## src/rtl/ysyx_25040111_mem_arb.sv

```systemverilog
`default_nettype none
// ============================================================================
// Module   : ysyx_25040111_mem_arb
// Brief    : Two-requester arbiter/sequencer for the single LSU memory port.
//            Grants the I-cache refill path or the data path, drives a
//            one-cycle start pulse with registered request fields, counts
//            I-side burst beats, routes beats to the owner, and aborts
//            transactions that stall for 2^TMO_W-1 cycles.
// Revision : 1.0 - initial release
// ============================================================================
module ysyx_25040111_mem_arb #(
  parameter int TMO_W = 8
) (
  input  logic        clock,
  input  logic        reset,
  // I-side (instruction-cache refill)
  input  logic        i_req,
  input  logic [31:0] i_addr,
  input  logic [7:0]  i_len,
  output logic        i_ok,
  output logic [31:0] i_rdata,
  output logic        i_err,
  // D-side (load/store)
  input  logic        d_req,
  input  logic        d_wen,
  input  logic        d_sign,
  input  logic [1:0]  d_mask,
  input  logic [31:0] d_addr,
  input  logic [31:0] d_wdata,
  output logic        d_ok,
  output logic [31:0] d_rdata,
  output logic        d_err,
  // LSU master side
  output logic        m_start,
  output logic        m_wen,
  output logic        m_ren,
  output logic        m_sign,
  output logic [1:0]  m_mask,
  output logic [31:0] m_addr,
  output logic [31:0] m_wdata,
  output logic [7:0]  m_tlen,
  input  logic [31:0] m_rdata,
  input  logic        m_valid,
  // Current owner, one-hot
  output logic [1:0]  gnt
);

  // State codes double as the one-hot grant vector.
  typedef enum logic [1:0] {
    ST_IDLE  = 2'b00,
    ST_OWN_I = 2'b01,
    ST_OWN_D = 2'b10
  } state_t;

  localparam logic [TMO_W-1:0] c_wd_one = {{(TMO_W-1){1'b0}}, 1'b1};

  state_t           r_state;
  logic             r_last_d;   // 1: D was served last, so I wins a tie
  logic             r_start;
  logic             r_wen;
  logic             r_ren;
  logic             r_sign;
  logic [1:0]       r_mask;
  logic [31:0]      r_addr;
  logic [31:0]      r_wdata;
  logic [7:0]       r_tlen;
  logic [7:0]       r_left;     // beats still to come after the current one
  logic [TMO_W-1:0] r_wd;

  logic w_own_i;
  logic w_own_d;
  logic w_wd_full;
  logic w_pick_i;
  logic w_pick_d;

  assign w_own_i   = (r_state == ST_OWN_I);
  assign w_own_d   = (r_state == ST_OWN_D);
  assign w_wd_full = &r_wd;

  // Round-robin tie break: the side not served last wins.
  assign w_pick_i = i_req & (~d_req | r_last_d);
  assign w_pick_d = d_req & ~w_pick_i;

  // Sequencer: grant in IDLE, count beats and watchdog while owned.
  always_ff @(posedge clock or negedge reset) begin
    if (!reset) begin
      r_state  <= ST_IDLE;
      r_last_d <= 1'b1;
      r_start  <= 1'b0;
      r_wen    <= 1'b0;
      r_ren    <= 1'b0;
      r_sign   <= 1'b0;
      r_mask   <= 2'b00;
      r_addr   <= 32'd0;
      r_wdata  <= 32'd0;
      r_tlen   <= 8'd0;
      r_left   <= 8'd0;
      r_wd     <= '0;
    end else begin
      r_start <= 1'b0;
      case (r_state)
        ST_IDLE: begin
          if (w_pick_i) begin
            r_state <= ST_OWN_I;
            r_start <= 1'b1;
            r_ren   <= 1'b1;
            r_wen   <= 1'b0;
            r_sign  <= 1'b0;
            r_mask  <= 2'b11;
            r_addr  <= i_addr;
            r_wdata <= 32'd0;
            r_tlen  <= i_len;
            r_left  <= i_len;
            r_wd    <= '0;
          end else if (w_pick_d) begin
            r_state <= ST_OWN_D;
            r_start <= 1'b1;
            r_ren   <= ~d_wen;
            r_wen   <= d_wen;
            r_sign  <= d_sign;
            r_mask  <= d_mask;
            r_addr  <= d_addr;
            r_wdata <= d_wdata;
            r_tlen  <= 8'd0;
            r_left  <= 8'd0;
            r_wd    <= '0;
          end
        end
        ST_OWN_I, ST_OWN_D: begin
          // A beat takes priority over a saturated watchdog.
          if (m_valid) begin
            r_wd <= '0;
            if (r_left == 8'd0) begin
              r_state  <= ST_IDLE;
              r_last_d <= w_own_d;
            end else begin
              r_left <= r_left - 8'd1;
            end
          end else if (w_wd_full) begin
            r_state  <= ST_IDLE;
            r_last_d <= w_own_d;
          end else begin
            r_wd <= r_wd + c_wd_one;
          end
        end
        default: begin
          r_state <= ST_IDLE;
        end
      endcase
    end
  end

  // Response routing follows the owner state with zero latency.
  assign i_ok    = m_valid & w_own_i;
  assign d_ok    = m_valid & w_own_d;
  assign i_err   = w_own_i & ~m_valid & w_wd_full;
  assign d_err   = w_own_d & ~m_valid & w_wd_full;
  assign i_rdata = w_own_i ? m_rdata : 32'd0;
  assign d_rdata = w_own_d ? m_rdata : 32'd0;

  assign gnt     = r_state;
  assign m_start = r_start;
  assign m_wen   = r_wen;
  assign m_ren   = r_ren;
  assign m_sign  = r_sign;
  assign m_mask  = r_mask;
  assign m_addr  = r_addr;
  assign m_wdata = r_wdata;
  assign m_tlen  = r_tlen;

endmodule
`default_nettype wire

```

## config.mk

```make
export PLATFORM = sky130hd
export DESIGN_NAME = ysyx_25040111_mem_arb
export DESIGN_NICKNAME = d
export VERILOG_FILES = /design/src/rtl/ysyx_25040111_mem_arb.sv
export SDC_FILE = /design/constraint.sdc
export NUM_CORES = 1
export LEC_CHECK = 0
export BUFFER_PORTS_ARGS = -buffer_cell sky130_fd_sc_hd__buf_2
export CORE_MARGIN = 2
export CORE_UTILIZATION = 35
export DETAILED_ROUTE_END_ITERATION = 8
export PLACE_DENSITY = 0.73
export RECOVER_POWER = 50
export SYNTH_ARGS = -nofsm -noshare
export SYNTH_HDL_FRONTEND = slang
export SYNTH_SLANG_ARGS = --single-unit
```

## constraint.sdc

```tcl
create_clock -name clock -period 2.2 [get_ports clock]
set_clock_uncertainty 0.05 [all_clocks]
set_input_delay 0.33 -clock clock [delete_from_list [all_inputs] [get_ports clock]]
set_output_delay 0.33 -clock clock [all_outputs]
set_load 0.02 [all_outputs]
```

Word-level counts from Yosys, hierarchy flattened:

Cells that the tools add are included.
Widths: inputs -> output; s select.

* bits in registers: 97
* bits of input ports: 145
* output and inout bits: 148
* word-level logic and storage cells: 83

* $add $sub $neg: 2
* eq/ne operators: 9
* muxes and demuxes: 35
* bitwise logic cells: 13
* reduce and logical (&&, ||, !) cells: 12

Operators by type and width (number)
* $mux 32: 6
* $mux 8: 7
* $pmux 8 s2: 2
* $mux 2: 7
* $mux 1: 12
* $ne 3x3->1 const B: 4
* $reduce_and 3->1: 3
* $add 8x1->8 const B: 1
* $and 1x1->1: 8
* $logic_not 8->1: 1
* $reduce_and 8->1: 1
* $sub 8x1->8 const B: 1
* $reduce_bool 2->1: 3
* $ne 2x2->1 const B: 2
* $not 1->1: 4
* $pmux 2 s2: 1
* $reduce_and 4->1: 1
* $eq 2x1->1 const B: 1
* $eq 2x2->1 const B: 1
* $logic_not 2->1: 1
* $ne 2x1->1 const B: 1
* $reduce_and 2->1: 1
* $reduce_or 2->1: 1
* $or 1x1->1: 1

Longest topological paths before layout:

Gate-level depths: netlist (run 1).

* depth in word-level cells: 8
* depth in mapped cells: 7
* depth with buffers taken out: 6

Least setup slack after synthesis (run 1):

OpenSTA, ideal clock, no wires.

* path kind: reg2reg
* start point: register r_state[0] (netlist: gnt[0])
* end point: register r_wd[3]
* library setup time: 0.124 ns
* data arrival time: 1.874 ns
* data required time: 2.026 ns
* path slack: 0.152 ns
* cell stages (with the launch flop): 8
* buffers on the path: 1
* period minus slack after synthesis: 2.048 ns
* cells stage by stage: dfrtp_1 inv_1 ha_1 or3b_1 clkbuf_1 o2111ai_1 nor3_1 a211o_1

* word-level cells in the longest chain between the ends: 4
* elaborated cells on any way between the ends: 9
* those cells by class: 4 x eq/ne; 1 x mux; 4 x reduce/logical

RTL lines
* start: declaration: line 57 `state_t r_state;`
* start signal: assignment: line 87 `r_state <= ST_IDLE;`
* start signal: assignment: line 104 `r_state <= ST_OWN_I;`
* start signal: assignment: line 116 `r_state <= ST_OWN_D;`
* $eq 2x1->1 or $eq 2x2->1 (tied branches): line 101 `case (r_state)`
* $reduce_or 2->1: line 101
* $ne 3x3->1 (no line) or $reduce_bool 2->1 (tied branches)
* $reduce_and 3->1 (no line)
* end signal: assignment: line 143 `r_wd <= r_wd + c_wd_one;`
* end: declaration: line 68 `logic [TMO_W-1:0] r_wd;`

Parallel ways exist; a longest one is shown, timed or not.
A chain may end at the register's enable or synchronous reset.

Final worst setup path (run 1):

* start point: register r_wd[0]
* end point: output port d_err

* word-level cells in the longest chain between the ends: 2

RTL lines
* $reduce_and 8->1: line 78 `assign w_wd_full = &r_wd;`
* $and 1x1->1: line 157 `assign d_err = w_own_d & ~m_valid & w_wd_full;`
* end: declaration: line 32 `output logic d_err,`

No other way between the ends.

==> impl_metrics.env, run 1 <==
export IMPL_cp_required_ns=1.82
export IMPL_synth_seq_area_share_pct=51.1
export IMPL_io_buffer_count=292
export IMPL_post_place_ws_ns=0.142
export IMPL_p_per_area_mw_per_mm2=1500
export IMPL_power_internal_uw=5350
export IMPL_p_clk_share_pct=14.9
export IMPL_switchingPower_uw=4750
export IMPL_firstDrtPassIters=6
export IMPL_critPathArrivalTime_ns=1.71
export IMPL_status="finished clean"
export IMPL_final_nets=941
export IMPL_num_vias=4750
export IMPL_critPathKind="register to primary output"
export IMPL_clock_path_buffers=2
export IMPL_fin_setup_tns_ns=0
export IMPL_start_util_pct=35.9
export IMPL_drc=0
export IMPL_hold_viol=0
export IMPL_layout_setup_ws_ns=0.106
export IMPL_ant_nets=0
export IMPL_die_x_um=120
export IMPL_fillers=1318
export IMPL_synth_edf_count=0
export IMPL_insertedDiodeCount=0
export IMPL_detailed_place_hpwl_um=10500
export IMPL_yosys_register_bits=97
export IMPL_grt_usage_pct=18.7
export IMPL_yosysWarnings=0
export IMPL_worst_path_max_fanout=4
export IMPL_synthTopCellsByCount="96 x dfrtp_1, 83 x nand2_1, 69 x and2_1"
export IMPL_synth_avg_cell_area_um2=9.50
export IMPL_startpoint_type="register"
export IMPL_leakage_uw=0.00337
export IMPL_clk_latency_ns=0.33
export IMPL_drive_above_1_share_pct=33.1
export IMPL_clock_sinks=97
export IMPL_grt_first_pass_wirelength_um=21900
export IMPL_period_needed_ns=2.09
export IMPL_switching_share_pct=47.0
export IMPL_tritoncts="done"
export IMPL_slew_headroom_pct=33.2
export IMPL_globalplace_congestion=0.856
export IMPL_synth_top_area_share_pct=50.6
export IMPL_finalSetupViolCount=0
export IMPL_fin_crit_sh_pct=95.2
export IMPL_hold_slack_ns=0.130
export IMPL_sequentialPowerShare_pct=31.0
export IMPL_ir_drop_mv=0.714
export IMPL_drt_initial_drc_count=242
export IMPL_h_tree_depth=3
export IMPL_postRouteWirelength_um=13800
export IMPL_syn_area_mm2=0.00475
export IMPL_hold_path_class="input port to register"
export IMPL_rows=42
export IMPL_syn_num_nets=651
export IMPL_rsz0062_at_grt="true"
export IMPL_path_clk_slew_ns=0.06
export IMPL_tightest_slew_ns=1.00
export IMPL_via_per_inst=4.89
export IMPL_fmax_mhz=478
export IMPL_grt_pass1_vias=4425
export IMPL_maxCapViolations=0
export IMPL_grt_max_degree=42
export IMPL_synthFlopType="dfrtp_1"
export IMPL_cts_root_buf="clkbuf_16"
export IMPL_pin_count=293
export IMPL_grt_overflow=0
export IMPL_ys_async_sr_fraction_pct=100
export IMPL_final_core_util_pct=50.8
export IMPL_setup_worst_path_end_class="primary output"
export IMPL_dieHeight_um=120
export IMPL_synth_top_cell_by_area="dfrtp_1"
export IMPL_die_area_mm2=0.0145
export IMPL_cts_buffers=9
export IMPL_yosysMostFrequentCell="dfrtp_1"
export IMPL_synthCells=500
export IMPL_antenna_found_initial=0
export IMPL_synth_distinct_cells=48
export IMPL_synth_area_leaders="dfrtp_1 51%, and2_1 9.1%, a22o_1 6.8%, nand2_1 6.6%, a31oi_1 4.7%"
export IMPL_wire_per_inst_um=14.2
export IMPL_p_comb_share_pct=54.1
export IMPL_areaGrowthSynthToFinish_pct=41.6
export IMPL_maxSlewViolCount=0
export IMPL_core_mm2=0.0132
-- metrics by stage --
step / total power, uW / std cells / cell area, um^2
floorplan: 6800 / 500 / 4750
global placement: 8740 / 953 / 6500
detailed placement: 8810 / 953 / 6500
CTS: 10300 / 970 / 6810
global route: 10800 / 971 / 6720
finish: 10100 / 971 / 6720
-- flip-flops by register name (all words and copies together) (netlist names), 2 cells and up --
name / count
m_wdata: 32
m_mask: 2
m_addr: 32
r_wd: 8
r_left: 8
gnt: 2
m_tlen: 8
-- final cells by class --
type	instances	area, um^2	share of cell area (%)
clock inverters	6	51.3	0.763
inverters	11	41.3	0.614
well taps	176	220	3.28
repair buffers	313	1560	23.1
multi-input cells	358	2190	32.5
clock buffers	10	239	3.55
flip-flops and latches	97	2430	36.1
-- worst paths after layout --
check / depth (start not counted) / start / slack (ns) / to
hold reg to reg: 1 / m_tlen[3] / 0.44 / m_tlen[3]
min in group asynchronous: 2 / reset / 0.65 / m_wdata[11]
setup reg to reg: 6 / gnt[0] / 0.12 / r_left[4]
setup / recovery: 5 / r_wd[0] / 0.11 / d_err
max in group asynchronous: 3 / reset / 0.41 / r_last_d
hold / removal: 2 / d_wen / 0.13 / m_ren
-- cells in the final DEF, fill, tap and decap left out, drive strengths merged, types with 2 or more instances in the layout --
cell	netlist	final
a311oi	2	2
o22a	2	2
o2bb2ai	2	2
nor2	45	45
nor2b	3	3
o21ai	13	13
a21oi	5	5
and2	69	69
clkbuf	33	92
a31oi	36	36
a221o	2	2
ha	6	6
mux2i	2	2
inv	11	13
buf	1	230
or2	2	2
o21a	2	2
clkinvlp	0	3
nor3	8	8
nand4	2	2
o31a	2	2
a22o	37	37
nor4	2	2
a32o	8	8
nand2	83	83
dfrtp	96	96
nand3	7	7
-- cell families after synthesis --
family,after synthesis,synth area share [%]
simple gates,225,22.9
fa+ha+maj,6,1.58
xor+xnor,1,0.184
flops,97,51.1
buf+inv,45,3.58
compound gates,123,20.0
mux,3,0.659
-- per-layer routing --
layer / GRT usage (%) / vias up / part of all wire (%)
met1: 23.6 / 2209 / 40
li1: - / 2327 / -
met4: 5.38 / 0 / 1.7
met5: 0 / - / 0
met2: 32.6 / 195 / 50
met3: 3.63 / 19 / 7.6
-- worst max-delay path, cell delays in order, from the launching register on --
cell and delay, ns:
dfrtp_1 0.40, ha_1 0.23, nand4b_1 0.24, nor2_4 0.20, and2_1 0.16, buf_2 0.16
-- power by group through the flow --
stage	logic (uW)	clock network [uW]	registers [uW]
3_5_place_dp	5690	0	3120
3_3_place_gp	5630	0	3110
2_1_floorplan	2810	0	3990
4_1_cts	5690	1550	3100
5_1_grt	5950	1620	3240
6_report	5460	1510	3130
-- what timing repair did --
item	4_1_cts	5_1_grt
setup endpoints to repair	1	4
cloned	0	0
buffers inserted	0	1
hold buffers	1	0
hold endpoints to repair	38	0
pin swaps	0	1
resized for setup	1	2
Note: power is estimated with default switching activity, not from simulation.
==> run 2: changes to the inputs <==
Settings changed: CTS_BUF_LIST set to sky130_fd_sc_hd__clkbuf_2 sky130_fd_sc_hd__clkbuf_4 sky130_fd_sc_hd__clkbuf_8.
Clock period 2.2 ns to 2.3 ns, I/O delays scaled along.
==> impl_metrics.env, run 2 (synthesized netlist as in run 1, its figures left out) <==
export IMPL_status="finished clean"
export IMPL_layout_common_cells="217 x buf_2, 96 x dfrtp_1, 83 x nand2_1"
export IMPL_setup_worst_path_end_class="primary output"
export IMPL_start_util_pct=35.9
export IMPL_cp_required_ns=1.90
export IMPL_clock_path_buffers=2
export IMPL_detailed_place_hpwl_um=10500
export IMPL_postRouteWirelength_um=14000
export IMPL_p_per_area_mw_per_mm2=1410
export IMPL_grt_first_pass_wirelength_um=22000
export IMPL_hold_viol=0
export IMPL_pin_count=293
export IMPL_leakage_uw=0.00332
export IMPL_layout_commonest_cell="buf_2"
export IMPL_maxCapViolations=0
export IMPL_clk_latency_ns=0.35
export IMPL_insertedDiodeCount=0
export IMPL_via_per_inst=4.89
export IMPL_worst_path_max_fanout=4
export IMPL_die_area_mm2=0.0145
export IMPL_post_place_ws_ns=0.215
export IMPL_critical_path_top_delay_family="simple AND/OR/NAND/NOR gates"
export IMPL_fmax_mhz=468
export IMPL_ant_nets=0
export IMPL_max_stage_delay_ns=0.41
export IMPL_h_tree_depth=3
export IMPL_cp_slowest_cell="dfrtp_1"
export IMPL_crit_buf_inv=1
export IMPL_final_nets=939
export IMPL_globalplace_congestion=0.828
export IMPL_hold_path_class="input port to register"
export IMPL_rows=42
export IMPL_critPathArrivalTime_ns=1.74
export IMPL_cts_buffers=9
export IMPL_firstDrtPassIters=4
export IMPL_slew_headroom_pct=4.71
export IMPL_num_vias=4741
export IMPL_drt_initial_drc_count=232
export IMPL_core_mm2=0.0132
export IMPL_tightest_slew_ns=1.43
export IMPL_grt_pass1_vias=4477
export IMPL_io_buffer_count=292
export IMPL_tritoncts="done"
export IMPL_drive_above_1_share_pct=33.5
export IMPL_cts_root_buf="clkbuf_8"
export IMPL_period_needed_ns=2.14
export IMPL_grt_overflow=0
export IMPL_grt_usage_pct=18.8
export IMPL_finalSetupViolCount=0
export IMPL_areaGrowthSynthToFinish_pct=39.3
export IMPL_path_clk_slew_ns=0.09
export IMPL_path_cells="ha_1 > nand4b_1 > nor2_4 > and2_1 > buf_2"
export IMPL_r2r_setup_slack_ns=0.20
export IMPL_dieHeight_um=120
export IMPL_layout_setup_ws_ns=0.163
export IMPL_antenna_found_initial=0
export IMPL_critPathKind="register to primary output"
export IMPL_maxSlewViolCount=0
export IMPL_fin_setup_tns_ns=0
export IMPL_drc=0
export IMPL_total_power_uw=9360
export IMPL_fin_crit_sh_pct=92.9
export IMPL_rsz0062_at_grt="false"
export IMPL_startpoint_type="register"
export IMPL_ir_drop_mv=0.671
export IMPL_wire_per_inst_um=14.4
export IMPL_clock_sinks=97
export IMPL_die_x_um=120
export IMPL_grt_max_degree=74
## run 2: repair_timing
action,CTS,global route
gates resized for setup,0,2
setup endpoints to repair,0,2
hold buffers,1,0
setup buffers,0,1
endpoints found under the hold margin,23,0
## run 2: power by group
| part | switching (uW) | internal (uW) | leakage [uW] | total (uW) |
|---|---|---|---|---|
| clock network | 608 | 553 | 0.0000971 | 1160 |
| logic | 3370 | 1840 | 0.00203 | 5210 |
| registers | 488 | 2500 | 0.00119 | 2980 |
## run 2: path summary, 6_finish.rpt
path / start / end / cells after the start
worst max-delay path: r_wd[0] / d_err / 5
worst min-delay path: d_wen / m_ren / 2
worst max register to register: r_left[4] / r_left[4] / 4
worst min register to register: m_tlen[5] / m_tlen[5] / 2
max in group asynchronous: reset / m_addr[11] / 3
min in group asynchronous: reset / m_wdata[9] / 2
## run 2: final cells by class
cell class | count | area [um^2]
well taps | 176 | 220
multi-input cells | 358 | 2180
flip-flops and latches | 97 | 2430
fillers | 1309 | 6630
inverters | 11 | 41.3
repair buffers | 311 | 1540
clock buffers | 11 | 145
clock inverters | 5 | 63.8
## run 2: layer usage
| metal | GRT usage, % | wire length, um | up-vias |
|---|---|---|---|
| met2 | 32.9 | 7010 | 194 |
| met3 | 4.01 | 958 | 15 |
| li1 | - | - | 2325 |
| met5 | 0 | 0 | - |
| met1 | 23.1 | 5800 | 2207 |
| met4 | 6.10 | 212 | 0 |
## run 2: per-stage QoR
step / cells / hold slack (ns) / utilization [%] / area [um^2]
after floorplan: 500 / -0.000591 / - / 4750
after global placement: 951 / 0.226 / 48.9 / 6480
after detailed placement: 951 / 0.228 / 48.9 / 6480
after CTS: 968 / 0.0896 / 50.6 / 6700
after global routing: 969 / 0.105 / 49.9 / 6610
final: 969 / 0.116 / 49.9 / 6610
==> run 3: changes to the inputs <==
Settings changed: ABC_AREA set to 1, CORE_MARGIN 2 to 5, PLACE_DENSITY 0.73 to 0.72, SETUP_SLACK_MARGIN set to 0.15.
==> impl_metrics.env, run 3 <==
export IMPL_status="finished clean"
export IMPL_layout_common_cells="249 x nand2_1, 216 x buf_2, 96 x dfrtp_1"
export IMPL_critical_path_top_delay_family="simple AND/OR/NAND/NOR gates"
export IMPL_post_place_ws_ns=0.394
export IMPL_rows=44
export IMPL_cts_root_buf="clkbuf_8"
export IMPL_path_clk_slew_ns=0.09
export IMPL_synth_top_family_by_area="simple AND/OR/NAND/NOR gates"
export IMPL_min_delay_start="d_wdata[24]"
export IMPL_syn_area_mm2=0.00514
export IMPL_synth_top_cell_by_area="dfrtp_1"
export IMPL_grt_pass1_vias=5379
export IMPL_num_vias=5484
export IMPL_synth_top_area_share_pct=46.8
export IMPL_r2r_start="gnt[1]"
export IMPL_postRouteWirelength_um=17000
export IMPL_path_cells="ha_1 > nand2_1 > nor2_4 > nand3_4 > nor2_1 > buf_4"
export IMPL_synth_distinct_cells=27
export IMPL_via_per_inst=4.66
export IMPL_die_area_mm2=0.0172
export IMPL_fin_crit_sh_pct=88.8
export IMPL_synth_area_leaders="dfrtp_1 47%, nand2_1 18%, inv_1 6.7%, a21oi_1 6.4%, nand3_1 5.5%"
export IMPL_fin_setup_tns_ns=0
export IMPL_hold_viol=0
export IMPL_final_nets=1139
export IMPL_worst_path_max_fanout=4
export IMPL_startpoint_type="register"
export IMPL_ir_drop_mv=0.608
export IMPL_dieHeight_um=131
export IMPL_synthMuxAreaShare_pct=0
export IMPL_synth_avg_cell_area_um2=7.25
export IMPL_cts_buffers=9
export IMPL_drt_initial_drc_count=392
export IMPL_route_met2_wl_um=8600
export IMPL_grt_overflow=0
export IMPL_critPathKind="register to primary output"
export IMPL_finalSetupViolCount=0
export IMPL_cp_required_ns=1.90
export IMPL_tritoncts="done"
export IMPL_insertedDiodeCount=0
export IMPL_syn_num_nets=859
export IMPL_maxSlewViolCount=0
export IMPL_yosysWarnings=0
export IMPL_yosys_register_bits=97
export IMPL_clk_latency_ns=0.36
export IMPL_die_x_um=131
export IMPL_synth_edf_count=0
export IMPL_cp_slowest_cell="dfrtp_1"
export IMPL_drive_above_1_share_pct=27.3
export IMPL_tightest_slew_ns=1.42
export IMPL_grt_first_pass_wirelength_um=27200
export IMPL_synthCells=708
export IMPL_antenna_found_initial=2
export IMPL_routed_top_layer="met4"
export IMPL_slew_headroom_pct=5.45
export IMPL_grt_usage_pct=19.0
export IMPL_critPathArrivalTime_ns=1.65
export IMPL_synth_adder_area_share_pct=1.46
export IMPL_p_per_area_mw_per_mm2=1390
export IMPL_layout_setup_ws_ns=0.257
export IMPL_wire_per_inst_um=14.5
export IMPL_fmax_mhz=489
export IMPL_grt_max_degree=66
export IMPL_synth_compound_area_share_pct=10.1
export IMPL_yosysMostFrequentCell="nand2_1"
export IMPL_drc=0
export IMPL_wl_met1_um=6980
export IMPL_synthFlopType="dfrtp_1"
export IMPL_layout_commonest_cell="nand2_1"
export IMPL_clock_sinks=97
export IMPL_firstDrtPassIters=4
export IMPL_yosys_area_share_simple_pct=29.6
export IMPL_period_needed_ns=2.04
export IMPL_rsz0062_at_grt="true"
export IMPL_setup_worst_path_end_class="primary output"
export IMPL_synth_seq_area_share_pct=47.3
export IMPL_synthXorXnorAreaFrac_pct=0.512
export IMPL_ant_nets=0
export IMPL_start_util_pct=35.5
export IMPL_core_mm2=0.0145
export IMPL_globalplace_congestion=0.894
export IMPL_maxCapViolations=0
export IMPL_io_buffer_count=292
export IMPL_pin_count=293
export IMPL_areaGrowthSynthToFinish_pct=35.7
export IMPL_leakage_uw=0.00411
export IMPL_wl_met3_um=1150
export IMPL_crit_buf_inv=1
export IMPL_hold_path_class="input port to register"
export IMPL_ys_async_sr_fraction_pct=100
export IMPL_h_tree_depth=3
export IMPL_detailed_place_hpwl_um=13000
export IMPL_synthTopCellsByCount="250 x nand2_1, 96 x dfrtp_1, 92 x inv_1"
export IMPL_max_stage_delay_ns=0.39
export IMPL_crit_start="r_wd[0]"
export IMPL_clock_path_buffers=2
## run 3: cell families (layout without fill, tap and decap cells)
kind of cell	after synthesis	after routing
compound gates	97	97
xor+xnor	3	3
flops	97	97
simple gates	369	369
fa+ha+maj	6	6
buf+inv	136	421
## run 3: through the flow
stage / instances / power [uW] / hold slack, ns / util [%] / area [um^2]
finish: 1177 / 9700 / 0.149 / 48.2 / 6970
global route: 1177 / 10500 / 0.135 / 48.2 / 6970
CTS: 1175 / 9900 / 0.133 / 48.6 / 7040
detailed placement: 1158 / 8600 / 0.226 / 46.9 / 6790
global placement: 1158 / 8530 / 0.226 / 46.9 / 6790
floorplan: 708 / 6750 / -0.000591 / - / 5140
## run 3: worst paths after layout
check	endpoint	slack (ns)	cells past startpoint
min reg2reg	m_ren	0.43	1
min in group asynchronous	m_addr[23]	0.79	2
min	m_wdata[24]	0.15	3
max reg2reg	m_addr[13]	0.41	7
max in group asynchronous	r_last_d	0.40	3
max	i_err	0.26	6
## run 3: final cells by class
class	instances	area [um^2]
Sequential cell	97	2430
Multi-Input combinational cell	475	2160
Timing Repair Buffer	308	1560
Tap cell	184	230
Fill cell	1446	7510
Clock inverter	4	73.8
Clock buffer	12	153
Inverter	97	364
## run 3: power breakdown
group | switching, uW | internal [uW] | leakage (uW)
combinational | 3850 | 1670 | 0.00280
clock | 593 | 670 | 0.000118
sequential | 439 | 2480 | 0.00119
total | 4880 | 4820 | 0.00411
## run 3: worst register-to-register path: cells and delay by family, from the launching register on
family | cells | cell delay, ns
fa+ha+maj | 1 | 0.34
simple gates | 1 | 0.06
compound gates | 2 | 0.35
buf+inv | 3 | 0.59
flops | 1 | 0.42
## run 3: layer usage
layer	vias up	global-route usage, %
met1	2482	23.6
met2	243	33.7
li1	2739	-
met5	-	0
met4	0	4.91
met3	20	3.90
## run 3: repair_timing
item | in CTS | in global routing
pin swaps | 0 | 1
hold endpoints to repair | 22 | 0
endpoints found under the setup margin | 3 | 7
setup buffers | 0 | 2
resized for setup | 3 | 4
hold buffers | 1 | 0
